$ cat config.mk
export PLATFORM = sky130hd
export DESIGN_NAME = morse_encoder_flat
export DESIGN_NICKNAME = d
export VERILOG_FILES = /design/src/rtl/morse_if.sv /design/src/rtl/morse_encoder.sv /design/src/flat_wrapper.sv
export SDC_FILE = /design/constraint.sdc
export NUM_CORES = 1
export LEC_CHECK = 0
export ABC_CLOCK_PERIOD_IN_PS = 2900
export CORE_ASPECT_RATIO = 0.7
export CORE_MARGIN = 4
export CORE_UTILIZATION = 45
export DETAILED_ROUTE_END_ITERATION = 10
export DONT_BUFFER_PORTS = 1
export SYNTH_ARGS = -nofsm -noshare
export SYNTH_HDL_FRONTEND = slang
export SYNTH_SLANG_ARGS = --single-unit
$ cat constraint.sdc
create_clock -name clk -period 2.9 [get_ports clk]
set_clock_uncertainty 0.15 [all_clocks]
set_input_delay 0.145 -clock clk [delete_from_list [all_inputs] [get_ports clk]]
set_output_delay 0.145 -clock clk [all_outputs]
set_load 0.01 [all_outputs]
$ cat src/rtl/morse_if.sv
// morse_if: character-in / key-out bundle between a character source and morse_encoder
//   char_in[7:0]      ASCII character offered by the source
//   char_valid        char_in is valid
//   char_ready        encoder can accept a character (combinational, high only when idle)
//   key_out           1 = carrier on (mark), 0 = off (space)
//   morse_signal[1:0] 01 dot / 10 dash strobe on the first cycle of each mark, else 00
//   busy              encoder is sending
//   char_err          one-cycle pulse when an accepted character has no Morse code
interface morse_if;
  logic [7:0] char_in;
  logic       char_valid;
  logic       char_ready;
  logic       key_out;
  logic [1:0] morse_signal;
  logic       busy;
  logic       char_err;
  modport master (output char_in, char_valid, input char_ready, key_out, morse_signal, busy, char_err);
  modport slave  (input char_in, char_valid, output char_ready, key_out, morse_signal, busy, char_err);
endinterface

$ cat src/rtl/morse_encoder.sv
// morse_encoder: plays one ASCII character per handshake as a timed Morse key waveform
//   clk          clock, rising edge
//   rst_n        asynchronous active-low reset
//   bus          morse_if.slave: char_in/char_valid/char_ready handshake, key_out,
//                morse_signal strobes, busy and char_err status
module morse_encoder #(
  parameter int UNIT_CYCLES = 4
) (
  input logic    clk,
  input logic    rst_n,
  morse_if.slave bus
);
  localparam int CW = $clog2(7 * UNIT_CYCLES + 1);
  localparam logic [CW-1:0] L1 = CW'(UNIT_CYCLES - 1);
  localparam logic [CW-1:0] L3 = CW'(3 * UNIT_CYCLES - 1);
  localparam logic [CW-1:0] L7 = CW'(7 * UNIT_CYCLES - 1);
  typedef enum logic [2:0] {IDLE, MARK, GAP, CHGAP, WGAP} state_t;
  state_t        state_q, state_d;
  logic [CW-1:0] cnt_q, cnt_d;
  logic [2:0]    idx_q, idx_d;
  logic [4:0]    pat_q, pat_d;
  logic          key_q, key_d, busy_q, busy_d, err_q, err_d;
  logic [1:0]    sig_q, sig_d;
  logic [7:0]    fold, code;
  logic [2:0]    clen;
  logic [4:0]    cpat;
  logic          cbit, nbit;
  // code = {len[2:0], pat[4:0]}, pattern right-aligned, first element at bit len-1, 1 = dash
  function automatic logic [7:0] lut(input logic [7:0] c);
    case (c)
      "A": lut = {3'd2, 5'b00001};
      "B": lut = {3'd4, 5'b01000};
      "C": lut = {3'd4, 5'b01010};
      "D": lut = {3'd3, 5'b00100};
      "E": lut = {3'd1, 5'b00000};
      "F": lut = {3'd4, 5'b00010};
      "G": lut = {3'd3, 5'b00110};
      "H": lut = {3'd4, 5'b00000};
      "I": lut = {3'd2, 5'b00000};
      "J": lut = {3'd4, 5'b00111};
      "K": lut = {3'd3, 5'b00101};
      "L": lut = {3'd4, 5'b00100};
      "M": lut = {3'd2, 5'b00011};
      "N": lut = {3'd2, 5'b00010};
      "O": lut = {3'd3, 5'b00111};
      "P": lut = {3'd4, 5'b00110};
      "Q": lut = {3'd4, 5'b01101};
      "R": lut = {3'd3, 5'b00010};
      "S": lut = {3'd3, 5'b00000};
      "T": lut = {3'd1, 5'b00001};
      "U": lut = {3'd3, 5'b00001};
      "V": lut = {3'd4, 5'b00001};
      "W": lut = {3'd3, 5'b00011};
      "X": lut = {3'd4, 5'b01001};
      "Y": lut = {3'd4, 5'b01011};
      "Z": lut = {3'd4, 5'b01100};
      "0": lut = {3'd5, 5'b11111};
      "1": lut = {3'd5, 5'b01111};
      "2": lut = {3'd5, 5'b00111};
      "3": lut = {3'd5, 5'b00011};
      "4": lut = {3'd5, 5'b00001};
      "5": lut = {3'd5, 5'b00000};
      "6": lut = {3'd5, 5'b10000};
      "7": lut = {3'd5, 5'b11000};
      "8": lut = {3'd5, 5'b11100};
      "9": lut = {3'd5, 5'b11110};
      default: lut = 8'd0;
    endcase
  endfunction
  assign fold         = (bus.char_in >= 8'h61 && bus.char_in <= 8'h7a) ? bus.char_in - 8'd32 : bus.char_in;
  assign code         = lut(fold);
  assign clen         = code[7:5];
  assign cpat         = code[4:0];
  assign cbit         = cpat[clen - 3'd1];
  assign nbit         = pat_q[idx_q - 3'd1];
  assign bus.char_ready   = state_q == IDLE;
  assign bus.key_out      = key_q;
  assign bus.morse_signal = sig_q;
  assign bus.busy         = busy_q;
  assign bus.char_err     = err_q;
  always_ff @(posedge clk or negedge rst_n)
    if (!rst_n) begin
      state_q <= IDLE;
      cnt_q   <= '0;
      idx_q   <= '0;
      pat_q   <= '0;
      key_q   <= 1'b0;
      sig_q   <= 2'b00;
      busy_q  <= 1'b0;
      err_q   <= 1'b0;
    end else begin
      state_q <= state_d;
      cnt_q   <= cnt_d;
      idx_q   <= idx_d;
      pat_q   <= pat_d;
      key_q   <= key_d;
      sig_q   <= sig_d;
      busy_q  <= busy_d;
      err_q   <= err_d;
    end
  // every timed state loads cnt with its length-1 on entry and leaves when it reaches 0
  always_comb begin
    state_d = state_q;
    cnt_d   = cnt_q - CW'(1);
    idx_d   = idx_q;
    pat_d   = pat_q;
    sig_d   = 2'b00;
    err_d   = 1'b0;
    case (state_q)
      IDLE: begin
        cnt_d = cnt_q;
        if (bus.char_valid) begin
          if (bus.char_in == 8'h20) begin
            state_d = WGAP;
            cnt_d   = L7;
          end else if (clen == 3'd0) begin
            err_d = 1'b1;
          end else begin
            state_d = MARK;
            pat_d   = cpat;
            idx_d   = clen - 3'd1;
            cnt_d   = cbit ? L3 : L1;
            sig_d   = cbit ? 2'b10 : 2'b01;
          end
        end
      end
      MARK:
        if (cnt_q == '0) begin
          state_d = (idx_q == 3'd0) ? CHGAP : GAP;
          cnt_d   = (idx_q == 3'd0) ? L3 : L1;
        end
      GAP:
        if (cnt_q == '0) begin
          state_d = MARK;
          idx_d   = idx_q - 3'd1;
          cnt_d   = nbit ? L3 : L1;
          sig_d   = nbit ? 2'b10 : 2'b01;
        end
      default:
        if (cnt_q == '0) state_d = IDLE;
    endcase
    key_d  = state_d == MARK;
    busy_d = state_d != IDLE;
  end
endmodule

$ cat src/flat_wrapper.sv
// flat-port wrapper written by rule: the top's interface ports become plain ports
module morse_encoder_flat 
#(
  parameter int UNIT_CYCLES = 4
)
  (clk, rst_n, bus_char_in, bus_char_valid, bus_char_ready, bus_key_out, bus_morse_signal, bus_busy, bus_char_err);
  morse_if bus_i ();
  input logic clk;
  input logic rst_n;
  input wire logic [$bits(bus_i.char_in)-1:0] bus_char_in;
  input wire logic [$bits(bus_i.char_valid)-1:0] bus_char_valid;
  output wire logic [$bits(bus_i.char_ready)-1:0] bus_char_ready;
  output wire logic [$bits(bus_i.key_out)-1:0] bus_key_out;
  output wire logic [$bits(bus_i.morse_signal)-1:0] bus_morse_signal;
  output wire logic [$bits(bus_i.busy)-1:0] bus_busy;
  output wire logic [$bits(bus_i.char_err)-1:0] bus_char_err;
  assign bus_i.char_in = bus_char_in;
  assign bus_i.char_valid = bus_char_valid;
  assign bus_char_ready = bus_i.char_ready;
  assign bus_key_out = bus_i.key_out;
  assign bus_morse_signal = bus_i.morse_signal;
  assign bus_busy = bus_i.busy;
  assign bus_char_err = bus_i.char_err;
  morse_encoder #(.UNIT_CYCLES(UNIT_CYCLES)) u_core (.clk(clk), .rst_n(rst_n), .bus(bus_i));
endmodule
==> impl_metrics.toml, run 1 <==
[run_status]
outcome = "complete, no violations"

[floorplan]
die_x_um = 85.3
ios = 17
die_y_um = 62.1
coreArea_mm2 = 0.00397
die_area_mm2 = 0.00530
rows = 19
initial_core_util_pct = 47.4

[sta]
final_hold_viol_count = 0
grt_setup_unrepaired = "false"
hold_ws_ns = 0.0420
tightestPinTransition_ns = 0.970
finalCriticalPeriod_ns = 2.75
setup_viol = 0
period_share_pct = 94.8
setup_tns_ns = 0
timing.fmax_ghz = 0.364
fin_ws_ns = 0.152
slew_violations = 0
max_slew_margin_pct = 35.1

[critical_path]
crit_family = "compound AO/OA/AOI/OAI gates"
start_kind = "input port"
worstPathCellList = "inv_1 -> ha_1 -> mux4_2 -> o22ai_1 -> o2111ai_2 -> ha_4 -> inv_2 -> a311oi_1 -> or4_1 -> a31oi_2 -> nor2_1 -> a22o_1"
cp-end-kind = "register"
arrival_ns = 2.75
path_class = "in -> reg"
worst-path-max-fanout = 7
slowest_stage = "or4_1"
required_ns = 2.90
critPathBufInv = 2
slowest_delay_ns = 0.49

[finish]
layout.cells.non_filler = 299
layout_common_cells = "buf_4, dfrtp_1, nor2_1, nand2_1, inv_1"
nets = 272
finish.utilization_pct = 55.3
final_common_cell = "buf_4"
drive_gt1_share_pct = 20.2
area_growth_pct = 16.6
num_antenna_cells = 0
post-route-cell-area_mm2 = 0.00219

[logic_synthesis]
async_flop_share_pct = 100
synth_top_area_share_pct = 27.9
yosys.area.top_type = "dfrtp_1"
ys_ff_latch = 21
syn_area_per_cell_um2 = 8.18
synth_cell_types = 54
synth-main-ff-cell = "dfrtp_1"
syn_nets = 254
synthCells = 230
synth_area_leaders = "dfrtp_1, ha_1, nand2_1"
syn_area_mm2 = 0.00188
seq_area_frac_synth_pct = 27.9
yosys_warnings = 0
synth_edf_count = 0

[detailed_routing]
drt_iter0_drc = 179
postRouteWirelength_um = 4830
num_vias = 1804
post-route-drc-count = 0
drt-pass1-iter-count = 5
antenna_left = 0
vias_per_cell = 6.03
post_drt_wl_per_cell_um = 16.2

[place]
dp_hpwl_um = 3930
pre_cts_slack_ns = -0.128
io_buffer_count = 0
gp_congestion = 0.915
dpl_cell_area_mm2 = 0.00212
dp.cells = 293

[power_and_ir_drop]
totalPowerFinal_mw = 1.25
power_per_cell_area_mw_per_mm2 = 571
irDropWorstVdd_v = 0.000465
p_leak_nw = 0.950

[global_route]
grt_max_degree = 22
antenna_found_initial = 0
grt_pass1_wl_um = 8390
grtUsageTotal_pct = 19.4
first_global_vias = 1615
overflow = 0

[cts]
htreeDepth = 1
cts.sinks = 21
clk_pin_slew_ns = 0.08
root_buffer = "clkbuf_8"
cts_buffers = 3
clk_latency_ns = 0.26
cts_tree = "built"
cts_buffer_depth = 2

[min_path]
hp-class = "in -> reg"

[run]
maxCapViolCount = 0
Yosys cell counts (2+ instances only):
| library cell | instances |
|---|---|
| o2111ai_1 | 3 |
| a221oi_1 | 2 |
| ha_1 | 13 |
| a31oi_1 | 4 |
| o21ai_1 | 6 |
| inv_1 | 16 |
| nand3b_1 | 3 |
| or3_1 | 3 |
| a21oi_1 | 8 |
| nand2_1 | 21 |
| o31ai_2 | 2 |
| o311ai_0 | 2 |
| nor3_1 | 12 |
| o31ai_1 | 3 |
| and4_1 | 2 |
| nand2b_1 | 5 |
| inv_2 | 4 |
| mux2i_1 | 2 |
| a31o_1 | 2 |
| buf_2 | 4 |
| nand3_1 | 7 |
| a221o_1 | 3 |
| a22o_1 | 2 |
| nor2b_1 | 7 |
| nor2_1 | 21 |
| dfrtp_1 | 21 |
| a22oi_1 | 4 |
| xor2_1 | 2 |
| o21ai_0 | 12 |
| o22ai_1 | 2 |
| clkbuf_1 | 7 |
| mux4_2 | 2 |
| or4_1 | 2 |
power by group:
| part | internal (mW) | leakage, nW | switching (mW) |
|---|---|---|---|
| Sequential | 0.393 | 0.265 | 0.0993 |
| Clock | 0.0957 | 0.0255 | 0.0967 |
| Combinational | 0.254 | 0.660 | 0.315 |
per-layer routing:
metal | vias to the layer above | wire length (um) | GRT usage [%]
li1 | 882 | - | -
met1 | 854 | 2590 | 33.6
met2 | 66 | 1850 | 24.2
met3 | 2 | 386 | 4.23
met4 | 0 | 7 | 1.78
met5 | - | 0 | 0
cell families (layout without fill, tap and decap cells):
group | Yosys count | in the layout | synth area share (%)
AO/OA/AOI/OAI | 69 | 69 | 28.2
XOR/XNOR | 3 | 3 | 1.40
adder cells (fa/ha/maj) | 14 | 14 | 9.18
buffers and inverters | 32 | 49 | 6.85
flip-flops | 21 | 21 | 27.9
multiplexers | 5 | 5 | 4.06
AND/OR/NAND/NOR | 86 | 86 | 22.4
area by class of cell:
cell class | count | area [um^2]
Multi-Input combinational cell | 177 | 1280
Inverter | 20 | 82.6
Tap cell | 52 | 65.1
Sequential cell | 21 | 526
Clock inverter | 1 | 5.00
Clock buffer | 3 | 41.3
Timing Repair Buffer | 25 | 193
Fill cell | 360 | 1780
final timing paths:
kind / start / endpoint / slack [ns] / cells after the start
worst min register to register: u_core.pat_q[2]$_DFFE_PN0P_ / u_core.pat_q[2]$_DFFE_PN0P_ / 0.35 / 2
worst max-delay path: bus_char_in[0] / u_core.bus.morse_signal[0]$_DFF_PN0_ / 0.15 / 12
min in group asynchronous: rst_n / u_core.pat_q[2]$_DFFE_PN0P_ / 0.33 / 1
max in group asynchronous: rst_n / u_core.state_q[2]$_DFF_PN0_ / 1.68 / 1
worst min-delay path: bus_char_in[7] / u_core.pat_q[3]$_DFFE_PN0P_ / 0.04 / 3
worst max register to register: u_core.cnt_q[0]$_DFFE_PN0P_ / u_core.cnt_q[4]$_DFFE_PN0P_ / 0.58 / 9
worst register-to-register path: stages (launching register included):
cell and delay, ns:
dfrtp_1 0.41, inv_1 0.07, ha_1 0.20, nand2_1 0.08
or2_2 0.37, maj3_1 0.38, nor2_1 0.25, a21oi_1 0.08
o21ai_1 0.13, o211ai_1 0.10
sequential cells by signal (all words and copies together), names as in the netlist:
name	count
u_core.bus.busy	1
u_core.idx_q	3
u_core.bus.key_out	1
u_core.bus.char_err	1
u_core.pat_q	5
u_core.cnt_q	5
u_core.bus.morse_signal	2
u_core.state_q	3
timing repair:
item,4_1_cts,5_1_grt
hold buffers,2,0
endpoints found under the setup margin,0,1
endpoints found under the hold margin,25,0
buffers inserted,0,0
resized for setup,0,1
Power figures use the tool's default switching activity.
==> inputs of run 2 (changes only) <==
- ABC_CLOCK_PERIOD_IN_PS: 2900 -> unset
- CELL_PAD_IN_SITES_DETAIL_PLACEMENT: unset -> 1
- CELL_PAD_IN_SITES_GLOBAL_PLACEMENT: unset -> 2
- CORE_UTILIZATION: 45 -> 38
- PLACE_DENSITY_LB_ADDON: unset -> 0.1
==> impl_metrics.toml, run 2 (synthesis gave the netlist of run 1 again) <==
[detailed_routing]
num_vias = 1857
post_drt_wl_per_cell_um = 18.4
post-route-drc-count = 0
antenna_left = 0
drt_iter0_drc = 198
postRouteWirelength_um = 5850
drt-pass1-iter-count = 4
vias_per_cell = 5.84

[finish]
fillers = 577
nets = 274
layout_common_cells = "buf_4, dfrtp_1, nand2_1"
reg_top3 = "u_core.cnt_q (5), u_core.pat_q (5)"
drive_gt1_share_pct = 22.5
finish.utilization_pct = 47.2
area_growth_pct = 19.9
num_antenna_cells = 0
final_common_cell = "buf_4"

[global_route]
grtUsageTotal_pct = 20.4
overflow = 0
grt_max_degree = 22
grt_pass1_wl_um = 9760
antenna_found_initial = 0
first_global_vias = 1838

[critical_path]
critPathBufInv = 3
path_class = "in -> reg"
cp-end-kind = "register"
crit_family = "compound AO/OA/AOI/OAI gates"
required_ns = 2.91
worstPathCellList = "clkinvlp_4 -> ha_2 -> nand2b_4 -> a211oi_4 -> buf_4 -> o41ai_4 -> a31o_1 -> nand2_2 -> ha_4 -> inv_2 -> a311oi_1 -> or4_4 -> a31oi_4 -> nor2_2 -> a22o_1"
arrival_ns = 2.87
worst-path-max-fanout = 7
start_kind = "input port"
slowest_stage = "or4_4"
slowest_delay_ns = 0.54

[floorplan]
die_x_um = 92.1
ios = 17
coreArea_mm2 = 0.00478
initial_core_util_pct = 39.4
die_area_mm2 = 0.00616
rows = 21
die_y_um = 66.9

[place]
dp_hpwl_um = 4670
gp_congestion = 0.950
io_buffer_count = 0

[cts]
root_buffer = "clkbuf_8"
cts_buffer_depth = 2
clk_latency_ns = 0.27
htreeDepth = 1
cts_tree = "built"
cts_buffers = 3
cts.sinks = 21
clk_pin_slew_ns = 0.08

[sta]
setup_viol = 0
finalCriticalPeriod_ns = 2.86
period_share_pct = 98.6
setup_tns_ns = 0
hold_ws_ns = 0.0442
final_hold_viol_count = 0
grt_setup_unrepaired = "true"
max_slew_margin_pct = 34.3
timing.fmax_ghz = 0.350
tightestPinTransition_ns = 0.983
slew_violations = 0

[power_and_ir_drop]
power_per_cell_area_mw_per_mm2 = 573
irDropWorstVdd_v = 0.000282
totalPowerFinal_mw = 1.29
p_leak_nw = 0.961

[min_path]
hp-class = "in -> reg"

[run]
maxCapViolCount = 0

[run_status]
outcome = "complete, no violations"
[run 2: changes by cell type in the layout (fill, tap and decap cells not counted)]
cell | previous run | this run
clkinvlp_4 | 0 | 1
a31oi_4 | 0 | 1
buf_4 | 23 | 25
inv_1 | 15 | 14
nor2_2 | 1 | 2
or4_1 | 2 | 1
o22ai_1 | 2 | 1
nor2_1 | 20 | 19
or4_4 | 0 | 1
a31oi_2 | 1 | 0
o22ai_2 | 0 | 1
[run 2: power by group]
group / switching [mW] / internal (mW)
registers: 0.102 / 0.392
clock network: 0.105 / 0.0960
logic: 0.338 / 0.259
[run 2: per-layer routing]
layer | vias to the layer above | wire length (um) | GRT usage [%]
li1 | 889 | - | -
met2 | 41 | 2260 | 27.6
met1 | 923 | 3170 | 31.8
met5 | - | 0 | 0
met4 | 0 | 30 | 2.78
met3 | 4 | 378 | 5.98
[run 2: area by class of cell]
class | instances | area [um^2] | area share (%)
Clock inverter | 1 | 5.00 | 0.222
Tap cell | 69 | 86.3 | 3.83
Timing Repair Buffer | 27 | 208 | 9.21
Inverter | 20 | 86.3 | 3.83
Clock buffer | 3 | 41.3 | 1.83
Multi-Input combinational cell | 177 | 1300 | 57.8
Sequential cell | 21 | 526 | 23.3
[run 2: repair_timing]
item                                   4_1_cts  5_1_grt
hold buffers                                 2        0
endpoints found under the hold margin       25        0
gates resized for setup                      0        6
setup buffers                                0        3
setup endpoints to repair                    0        3
[run 2: final timing paths]
path	cells after the start	end	slack [ns]	start
setup / recovery	15	u_core.bus.morse_signal[0]$_DFF_PN0_	0.04	bus_char_in[0]
hold / removal	4	u_core.pat_q[1]$_DFFE_PN0P_	0.04	bus_char_in[7]
setup reg to reg	9	u_core.cnt_q[2]$_DFFE_PN0P_	0.48	u_core.cnt_q[0]$_DFFE_PN0P_
hold reg to reg	2	u_core.pat_q[1]$_DFFE_PN0P_	0.34	u_core.pat_q[1]$_DFFE_PN0P_
max in group asynchronous	1	u_core.pat_q[0]$_DFFE_PN0P_	1.68	rst_n
min in group asynchronous	1	u_core.idx_q[2]$_DFFE_PN0P_	0.33	rst_n
[run 2: stage by stage]
| stage | instances | area [um^2] | setup slack, ns |
|---|---|---|---|
| floorplan | 230 | 1970 | -0.0964 |
| global placement | 309 | 2140 | -0.0893 |
| detailed placement | 309 | 2140 | -0.213 |
| CTS | 315 | 2200 | 0.0569 |
| global route | 318 | 2260 | -0.0432 |
| finish | 318 | 2260 | 0.0411 |
[run 2: worst reg2reg max path, cell delays in order (launching register included)]
cell	delay, ns
dfrtp_1	0.41
inv_1	0.07
ha_1	0.21
nand2_1	0.10
or2_2	0.38
maj3_1	0.38
nor2_1	0.28
inv_1	0.12
a21oi_1	0.16
nor2_1	0.06
==> inputs of run 3 (changes only) <==
--- a/config.mk
+++ b/config.mk
@@ -10,7 +10,8 @@
 export CORE_ASPECT_RATIO = 0.7
 export CORE_MARGIN = 4
-export CORE_UTILIZATION = 38
+export CORE_UTILIZATION = 41
 export DETAILED_ROUTE_END_ITERATION = 10
 export DONT_BUFFER_PORTS = 1
+export MAX_ROUTING_LAYER = met4
 export PLACE_DENSITY_LB_ADDON = 0.1
 export SYNTH_ARGS = -nofsm -noshare
==> constraint.sdc (replaced) <==
create_clock -name clk -period 3.57 [get_ports clk]
set_clock_uncertainty 0.15 [all_clocks]
set_input_delay 0.714 -clock clk [delete_from_list [all_inputs] [get_ports clk]]
set_output_delay 0.714 -clock clk [all_outputs]
set_load 0.01 [all_outputs]
==> impl_metrics.toml, run 3 (synthesis gave the netlist of run 1 again) <==
[power_and_ir_drop]
irDropWorstVdd_v = 0.000364
power_per_cell_area_mw_per_mm2 = 484
p_leak_nw = 0.907

[sta]
max_slew_margin_pct = 35.2
slew_violations = 0
setup_viol = 0
tightestPinTransition_ns = 0.969
timing.fmax_ghz = 0.298
period_share_pct = 93.8
finalCriticalPeriod_ns = 3.35
grt_setup_unrepaired = "false"
final_hold_viol_count = 0
hold_ws_ns = 0.342

[run]
maxCapViolCount = 0

[cts]
cts_buffers = 3
htreeDepth = 1
clk_latency_ns = 0.26
ctsResizeCount = 0
clk_pin_slew_ns = 0.08
cts_tree = "built"
hold_buffers = 1
cts_buffer_depth = 2
cts_setup_buffers = 0
root_buffer = "clkbuf_8"
cts.sinks = 21

[finish]
layout_common_cells = "dfrtp_1, nor2_1, nand2_1"
num_antenna_cells = 0
area_growth_pct = 12.8
nets = 263
drive_gt1_share_pct = 17.2
reg_top3 = "u_core.cnt_q (5), u_core.pat_q (5)"
final_common_cell = "dfrtp_1"
layout.cells.non_filler = 293
finish.utilization_pct = 48.5

[detailed_routing]
post_drt_wl_per_cell_um = 19.0
postRouteWirelength_um = 5560
vias_per_cell = 6.05
post-route-drc-count = 0
drt_iter0_drc = 140
antenna_left = 0
num_vias = 1772
drt-pass1-iter-count = 4

[global_route]
first_global_vias = 1805
grt_max_degree = 22
grtUsageTotal_pct = 21.9
grt_pass1_wl_um = 9540
antenna_found_initial = 0
overflow = 0

[floorplan]
rows = 20
initial_core_util_pct = 43.0
die_y_um = 64.7
die_area_mm2 = 0.00575
die_x_um = 89.0
ios = 17
coreArea_mm2 = 0.00438

[min_path]
worstHoldStart = "u_core.pat_q[2]$_DFFE_PN0P_"
hp-class = "reg -> reg"

[critical_path]
cp-endpoint = "u_core.bus.morse_signal[0]$_DFF_PN0_"
path_depth = 12
arrival_ns = 3.36
crit_family = "compound AO/OA/AOI/OAI gates"
path_class = "in -> reg"
required_ns = 3.58
slowest_stage = "or4_1"
cp-end-kind = "register"
start_kind = "input port"
slowest_delay_ns = 0.48
worst-path-max-fanout = 7
timing.rr.end = "u_core.cnt_q[2]$_DFFE_PN0P_"
r2r_setup_slack_ns = 1.12
cp-startpoint = "bus_char_in[0]"
worstPathCellList = "inv_1 -> ha_1 -> mux4_2 -> o22ai_1 -> o2111ai_2 -> ha_4 -> inv_2 -> a311oi_1 -> or4_1 -> a31oi_1 -> nor2_1 -> a22o_1"
r2r_cells = 9
worstReg2RegStart = "u_core.cnt_q[0]$_DFFE_PN0P_"
critPathBufInv = 2

[place]
dp.cells = 288
dp_hpwl_um = 4570
io_buffer_count = 0
gp_congestion = 0.914

[run_status]
outcome = "complete, no violations"
==> run 3: cell count changes in the layout (fill, tap and decap cells not counted), sizes merged <==
cell / delta
buf: -10
clkinvlp: -1
dlygate4sd3: -1
inv: +1
==> run 3: layer usage <==
metal	track usage, %	part of all wire (%)
met5	-	0
met4	2.60	0.45
met3	4.32	5.7
met2	27.9	38
met1	35.9	56
==> run 3: worst min path at each step <==
stage,end,cells past startpoint
after floorplan,u_core.bus.busy$_DFF_PN0_,0
after global placement,u_core.pat_q[2]$_DFFE_PN0P_,0
after detailed placement,u_core.pat_q[3]$_DFFE_PN0P_,0
after CTS,u_core.pat_q[0]$_DFFE_PN0P_,2
after global routing,u_core.pat_q[2]$_DFFE_PN0P_,2
final,u_core.pat_q[2]$_DFFE_PN0P_,2
==> run 3: metrics by stage <==
step / TNS [ns] / setup WS [ns] / area (um^2) / total power [mW]
2_1_floorplan: 0 / 0.00460 / 1970 / 0.743
3_3_place_gp: 0 / 0.0381 / 2070 / 0.837
3_5_place_dp: -0.0836 / -0.0477 / 2070 / 0.860
4_1_cts: 0 / 0.229 / 2120 / 1.03
5_1_grt: 0 / 0.0412 / 2120 / 1.12
6_report: 0 / 0.220 / 2120 / 1.03
==> run 3: layout make-up <==
| type | instances | area, um^2 |
|---|---|---|
| clock buffer | 3 | 41.3 |
| clock inverter | 1 | 5.00 |
| fill | 516 | 2260 |
| inverter | 20 | 82.6 |
| multi-input combinational | 177 | 1280 |
| sequential | 21 | 526 |
| tap | 55 | 68.8 |
| timing repair buffer | 16 | 123 |
==> run 3: power by group <==
group	internal (mW)	switching [mW]
Sequential	0.319	0.0831
Clock	0.0779	0.0824
Combinational	0.200	0.265
==> run 3: worst register-to-register path, cell delays in order, from the launching register on <==
cell and delay (ns):
dfrtp_1 0.42, inv_1 0.07, ha_1 0.22, nand2_1 0.09, or2_2 0.38, maj3_1 0.39
nor2_1 0.27, inv_1 0.12, a21oi_1 0.17, nor2_1 0.07
